File: src/rtl/pipe_hazard_ctrl.sv
// Hazard/stall controller for the 5-stage MIPS pipeline: load-use stalls, branch flushes,
// data-cache freezes and the sticky halt latch. Define HAZARD_PERF_EN to add stall/flush counters.
module pipe_hazard_ctrl (
    input  logic        clk,
    input  logic        rst,
    input  logic        cache_done,
    input  logic        ex_mem_to_reg,
    input  logic        ex_reg_write,
    input  logic [4:0]  ex_rt,
    input  logic [4:0]  id_rs,
    input  logic [4:0]  id_rt,
    input  logic        id_uses_rt,
    input  logic        branch_taken,
    input  logic        halted_wire,
    output logic        pc_write,
    output logic        if_id_write,
    output logic        if_id_flush,
    output logic        id_ex_bubble,
    output logic        pipe_freeze,
    output logic        halted,
    output logic [2:0]  hz_state
`ifdef HAZARD_PERF_EN
    ,
    output logic [31:0] stall_cycles,
    output logic [15:0] flush_count
`endif
);

    typedef enum logic [2:0] {
        RUN        = 3'd0,
        LOAD_STALL = 3'd1,
        MEM_WAIT   = 3'd2,
        FLUSH      = 3'd3,
        HALT       = 3'd4
    } hz_state_t;

    hz_state_t state;
    logic      pend_flush;
    logic      lu;

    assign lu = ex_mem_to_reg && ex_reg_write && (ex_rt != 5'd0) &&
                ((ex_rt == id_rs) || (id_uses_rt && (ex_rt == id_rt)));

    // A branch taken in RUN/LOAD_STALL is flushed in the same cycle, so only branches
    // that arrive while the pipe is frozen are deferred into the FLUSH state.
    always_ff @(posedge clk or posedge rst) begin
        if (rst) begin
            state      <= RUN;
            pend_flush <= 1'b0;
        end else if (state != HALT) begin
            if (halted_wire) begin
                state <= HALT;
            end else if (cache_done) begin
                state <= MEM_WAIT;
                if (branch_taken)
                    pend_flush <= 1'b1;
            end else if (pend_flush || (branch_taken && state == MEM_WAIT)) begin
                state      <= FLUSH;
                pend_flush <= 1'b0;
            end else if (lu && state == RUN && !branch_taken) begin
                state <= LOAD_STALL;
            end else begin
                state <= RUN;
            end
        end
    end

    // Freeze outranks flush, and flush outranks the load-use bubble.
    always_comb begin
        pc_write     = 1'b0;
        if_id_write  = 1'b0;
        if_id_flush  = 1'b0;
        id_ex_bubble = 1'b0;
        pipe_freeze  = 1'b0;
        halted       = 1'b0;
        if (rst) begin
            if_id_flush  = 1'b1;
            id_ex_bubble = 1'b1;
        end else if (state == HALT) begin
            halted = 1'b1;
        end else if (cache_done || state == MEM_WAIT) begin
            pipe_freeze = 1'b1;
        end else if (state == FLUSH || branch_taken) begin
            pc_write     = 1'b1;
            if_id_flush  = 1'b1;
            id_ex_bubble = 1'b1;
        end else if (state == RUN && lu) begin
            id_ex_bubble = 1'b1;
        end else begin
            pc_write    = 1'b1;
            if_id_write = 1'b1;
        end
    end

    assign hz_state = state;

`ifdef HAZARD_PERF_EN
    // Saturating counters; the reset branch keeps reset-time flushes out of the count.
    always_ff @(posedge clk or posedge rst) begin
        if (rst) begin
            stall_cycles <= 32'd0;
            flush_count  <= 16'd0;
        end else begin
            if (!pc_write && state != HALT && stall_cycles != 32'hFFFF_FFFF)
                stall_cycles <= stall_cycles + 32'd1;
            if (if_id_flush && flush_count != 16'hFFFF)
                flush_count <= flush_count + 16'd1;
        end
    end
`endif

endmodule

File: config.mk
export PLATFORM = sky130hd
export DESIGN_NAME = pipe_hazard_ctrl
export DESIGN_NICKNAME = d
export VERILOG_FILES = /design/src/rtl/pipe_hazard_ctrl.sv
export SDC_FILE = /design/constraint.sdc
export NUM_CORES = 1
export LEC_CHECK = 0
export ABC_AREA = 1
export BUFFER_PORTS_ARGS = -buffer_cell sky130_fd_sc_hd__buf_2
export CORE_AREA = 2 2 39 41
export DETAILED_ROUTE_END_ITERATION = 10
export DIE_AREA = 0 0 41 43
export PLACE_DENSITY = 0.8
export SLEW_MARGIN = 20
export SYNTH_ARGS = -nofsm -noshare
export SYNTH_HDL_FRONTEND = slang
export SYNTH_SLANG_ARGS = --single-unit
File: constraint.sdc
create_clock -name clk -period 1.2 [get_ports clk]
set_input_delay 0.06 -clock clk [delete_from_list [all_inputs] [get_ports clk]]
set_output_delay 0.06 -clock clk [all_outputs]
set_load 0.03 [all_outputs]
After elaboration in Yosys (flattened, before gate mapping)
Cells that the tools add are included.
{"block": "classes", "n_eq_ne": 7, "n_mux": 30, "bitwise_logic": 1, "reduce_logical": 16}
{"operator": "1-bit 2-to-1 mux", "n": 27}
{"operator": "5-bit == test", "n": 2}
{"operator": "1-bit logical AND", "n": 7}
{"operator": "3-bit by 2-bit == test with 1-bit output (second input constant)", "n": 2}
{"operator": "5-bit nonzero test", "n": 1}
{"operator": "1-bit logical OR", "n": 4}
{"operator": "2-bit 2-to-1 mux", "n": 2}
{"operator": "4-bit AND reduction", "n": 1}
{"operator": "3-bit == test (second input constant)", "n": 1}
{"operator": "3-bit logical NOT", "n": 1}
{"operator": "3-bit 2-to-1 mux", "n": 1}
{"operator": "3-bit != test (second input constant)", "n": 1}
{"operator": "2-bit by 1-bit != test with 1-bit output (second input constant)", "n": 1}
{"operator": "2-bit nonzero test", "n": 1}
{"operator": "1-bit logical NOT", "n": 1}
{"operator": "1-bit NOT", "n": 1}
{"block": "word_totals", "reg_bits": 4, "input_bits": 23, "wordCells": 56}

Depth between registers and ports, before layout
{"block": "logic_depth", "depth_word": 10, "depth_mapped": 10, "depth_no_buf": 10}

Worst setup path after synthesis
OpenSTA, ideal clock, no wires.
{"block": "synth_timing", "path_kind": "flip-flop to output port", "start": "register state[0], in the netlist hz_state[0]", "end": "output port if_id_write", "t_arrival_ns": 1.425, "t_required_ns": 1.140, "slack_ns": -0.285, "stages_incl_launch_ff": 6, "path_buffers": 0, "path_cell_list": "dfrtp_1 > nand3b_4 > nand2_2 > a21oi_2 > nand2_1 > nor2_1"}
{"block": "synth_via", "elab_chain_cells": 7, "word_cells_on_any_way": 12, "cone_classes": "3 x eq/ne; 5 x mux; 4 x reduce/logical"}
{"element": "from (decl)", "line": "37", "text": "hz_state_t state;"}
{"element": "from (signal assigned)", "line": "48", "text": "state <= RUN;"}
{"element": "from (signal assigned)", "line": "52", "text": "state <= HALT;"}
{"element": "from (signal assigned)", "line": "54", "text": "state <= MEM_WAIT;"}
{"element": "3-bit logical NOT", "line": "87", "text": "end else if (state == RUN && lu) begin"}
{"element": "1-bit logical AND", "line": "87"}
{"element": "1-bit 2-to-1 mux", "line": "87"}
{"element": "1-bit 2-to-1 mux", "line": "83", "text": "end else if (state == FLUSH || branch_taken) begin"}
{"element": "1-bit 2-to-1 mux", "line": "81", "text": "end else if (cache_done || state == MEM_WAIT) begin"}
{"element": "1-bit 2-to-1 mux (*)", "line": "79", "text": "end else if (state == HALT) begin"}
{"element": "1-bit 2-to-1 mux (*)", "line": "76", "text": "if (rst) begin"}
{"element": "to (decl)", "line": "16", "text": "output logic if_id_write,"}
Every way passes the cells marked *; elsewhere a longest branch is shown, timed or not.

Worst setup path in the final report
{"block": "layout_timing", "start": "register state[0], in the netlist hz_state[0]", "end": "output port id_ex_bubble"}
{"block": "layout_via", "elab_chain_cells": 7, "word_cells_on_any_way": 12, "cone_classes": "3 x eq/ne; 5 x mux; 4 x reduce/logical"}
{"element": "3-bit logical NOT", "line": "87"}
{"element": "1-bit logical AND", "line": "87"}
{"element": "1-bit 2-to-1 mux", "line": "87"}
{"element": "1-bit 2-to-1 mux", "line": "83"}
{"element": "1-bit 2-to-1 mux", "line": "81"}
{"element": "1-bit 2-to-1 mux (*)", "line": "79"}
{"element": "1-bit 2-to-1 mux (*)", "line": "76"}
{"element": "to (decl)", "line": "18", "text": "output logic id_ex_bubble,"}
Marks and branches as above.

==> out/results.tsv <==
metric	value	unit
skew final	0.003485	ns
first-pass GRT wire length	2.352	mm
Final nets	165	
Slew @ Worst Pin	0.2726	ns
post-synthesis mux area share	0	
CP Cell Sequence	nor2_4, nand4_1, a21oi_2, nand2_2, nand2_2, nand2_1, nand2_4, buf_6	
die footprint	1763	um2
flops & latches, synth	4	
Slew Limit Fails	0	
fraction of layout cells with a size suffix above 1	0.4894	
adder-cell area share of the yosys netlist	0	
CP max FO	4	
global-route met2 utilization	0.3594	
Synth Area in Compound Gates	0.09314	
GRT Residual Overflow	0	
port bufs	31	
WL per Instance	9.656	um
GR Util met3	0.03665	
Die X-Extent	41	um
Syn Area/Cell	5.318	um2
Max stage delay cell, worst path	dfrtp_2	
clock-pin slew on the worst setup and hold paths	0.04	ns
GRT Util Overall	0.1948	
CTS tree	yes	
WP data required	1.14	ns
remaining antenna violation count	0	
Synth warnings	0	
total power	0.4805	mW
Rel. slew slack	0.8169	
Final setup viols	8	
clock tree buffer depth	2	
minimum clock period	1.497	ns
max cap viols	0	
crit path DAT	1.44	ns
FF-to-FF setup slack	-0.19	ns
gpl congestion	0.8066	
clk sinks	4	
row count	14	
Fin. Hold Viols	0	
worst setup slack after placement	-0.09001	ns
Final period util	1.247	
worst min path class	in -> reg	
Remaining DRCs	0	
CTS Buf Count	3	
peak supply drop	0.4417	mV
Critical Path Start Type	flop	
Syn Std Cell Area	510.5	um2
drt first pass iters	4	
area grow syn2layout	73.77	%
Ports	32	
initial antenna violation count	0	
hpwl dp	1.143	mm
Crit. End Element	output pin	
final setup margin	-0.2966	ns
clock root buffer	clkbuf_4	
XOR/XNOR share of the synthesized area	0.01716	
Post-Route WL	1.516	mm
main combinational cell family by area after synthesis	simple AND/OR/NAND/NOR gates	
Ant. Diodes	0	
GR peak layer	met2	
pwr dens	541.7	nW/um2
Cell variety after synth	19	
1st-iter DRT viols	9	
CP Class	reg -> out	
Crit path largest cell delay	0.43	ns
status	finished with violations	
die extent in y	43	um
core area	1384	um2
htree depth	1	
Crit path top cell by count	nand2_2	
post-synthesis sequential area ratio	0.1961	
Cells after Synth	96	
vias in the first global route	638	
Post-Synth Simple-Gate Area	0.5319	
Synth Net Count	119	
Lkg Pwr	0.5580	nW
routed via count	716	
clock network latency to the later pin of the worst-skew pair	0.24	ns
RSZ-0062 raised after global routing	true	
failing checks	negative setup slack	
met1 Use GR	0.1928	
initial core utilization	0.3689	
Fmax	668.2	MHz
largest net degree at the start of global routing	8	
vias per cell	4.561	
registers in the layout, indices dropped and copies added (netlist names):
signal	cells
hz_state	3
pend_flush	1
layout by cell type, fill, tap and decap left out:
master,n
xnor2_1,1
nor2_1,9
nor2_4,1
clkinv_1,1
clkbuf_4,3
dfrtp_2,3
nand2_1,34
nand2_2,3
nand4_1,2
dfrtp_1,1
inv_1,14
clkbuf_1,1
nand3_2,1
dlygate4sd3_1,1
a21oi_4,1
nand3b_4,1
buf_6,5
a31oi_2,1
buf_2,25
inv_2,7
a21oi_1,1
o21ai_1,1
buf_4,10
nor2_2,3
a21oi_2,1
o22ai_2,1
nor3_1,1
o21bai_1,1
nand3_1,4
nand2_4,3
where the power goes:
group	switching (mW)	internal (mW)	total [mW]
Combinational	0.0900	0.0720	0.162
Clock	0.0580	0.125	0.183
Sequential	0	0.136	0.136
Total	0.148	0.333	0.481
path summary, 6_finish.rpt:
kind                                            to  depth (start not counted)                    start
max                                   id_ex_bubble                          8  hz_state[0]$_DFFE_PP0N_
min                        hz_state[2]$_DFFE_PP0N_                          3              halted_wire
max reg2reg                hz_state[0]$_DFFE_PP0N_                          8  hz_state[0]$_DFFE_PP0N_
min reg2reg                 pend_flush$_DFFE_PP0P_                          2   pend_flush$_DFFE_PP0P_
max in group asynchronous  hz_state[2]$_DFFE_PP0N_                          4                      rst
min in group asynchronous  hz_state[0]$_DFFE_PP0N_                          4                      rst
final cells by class:
class | instances | area [um2]
multi-input cells | 70 | 387.9
inverters | 22 | 82.58
flip-flops and latches | 4 | 103.9
clock buffers | 4 | 26.28
repair buffers | 41 | 266.5
fillers | 126 | 496.7
well taps | 16 | 20.02
worst max-delay path, delay by kind of cell, from the launching register on:
family	cells	cell delay (ns)
and+or+nand+nor	6	0.51
DFF	1	0.43
AOI/OAI and AO/OA	1	0.13
buffers and inverters	1	0.12
through the flow:
step | hold slack [ns] | TNS (ns) | cell area, um2 | std cells | util
after floorplan | -0.1259 | -0.1613 | 529.3 | 96 | -
after detailed placement | 0.09019 | -0.2251 | 749.5 | 149 | 0.5416
after global placement | 0.08107 | -0.1192 | 749.5 | 149 | 0.5416
after global routing | 0.08147 | -2.248 | 887.1 | 157 | 0.6410
after CTS | 0.07400 | -1.413 | 837.1 | 155 | 0.6049
final | 0.07627 | -1.666 | 887.1 | 157 | 0.6410
cell usage after synthesis (all sizes together):
cell type	n	area (um2)
a21oi	3	22.52
a31oi	1	6.260
clkinv	1	3.750
dfrtp	4	100.1
inv	21	78.82
nand2	40	157.7
nand3	5	25.02
nand3b	1	20.02
nand4	2	12.51
nor2	13	51.30
nor3	1	5.000
o21ai	1	5.000
o21bai	1	7.510
o22ai	1	6.260
xnor2	1	8.760
metal layers:
layer,wire length (um),share of wire
met5,0,0
met4,14,0.0092
met1,597,0.39
met3,48,0.032
met2,856,0.56
what timing repair did:
item                                    CTS  global route
hold endpoints to repair                  4             0
hold buffers                              1             0
gates resized for setup                  13             7
endpoints found under the setup margin    6             8
pin swaps                                 0             2
buffers inserted                          1             2
logic make-up after synthesis:
kind of cell / count (synthesis)
xor gates and xnor gates: 1
AOI/OAI and AO/OA: 7
DFF: 4
buffers and inverters: 22
and+or+nand+nor: 62
Note: power is estimated with default switching activity, not from simulation.
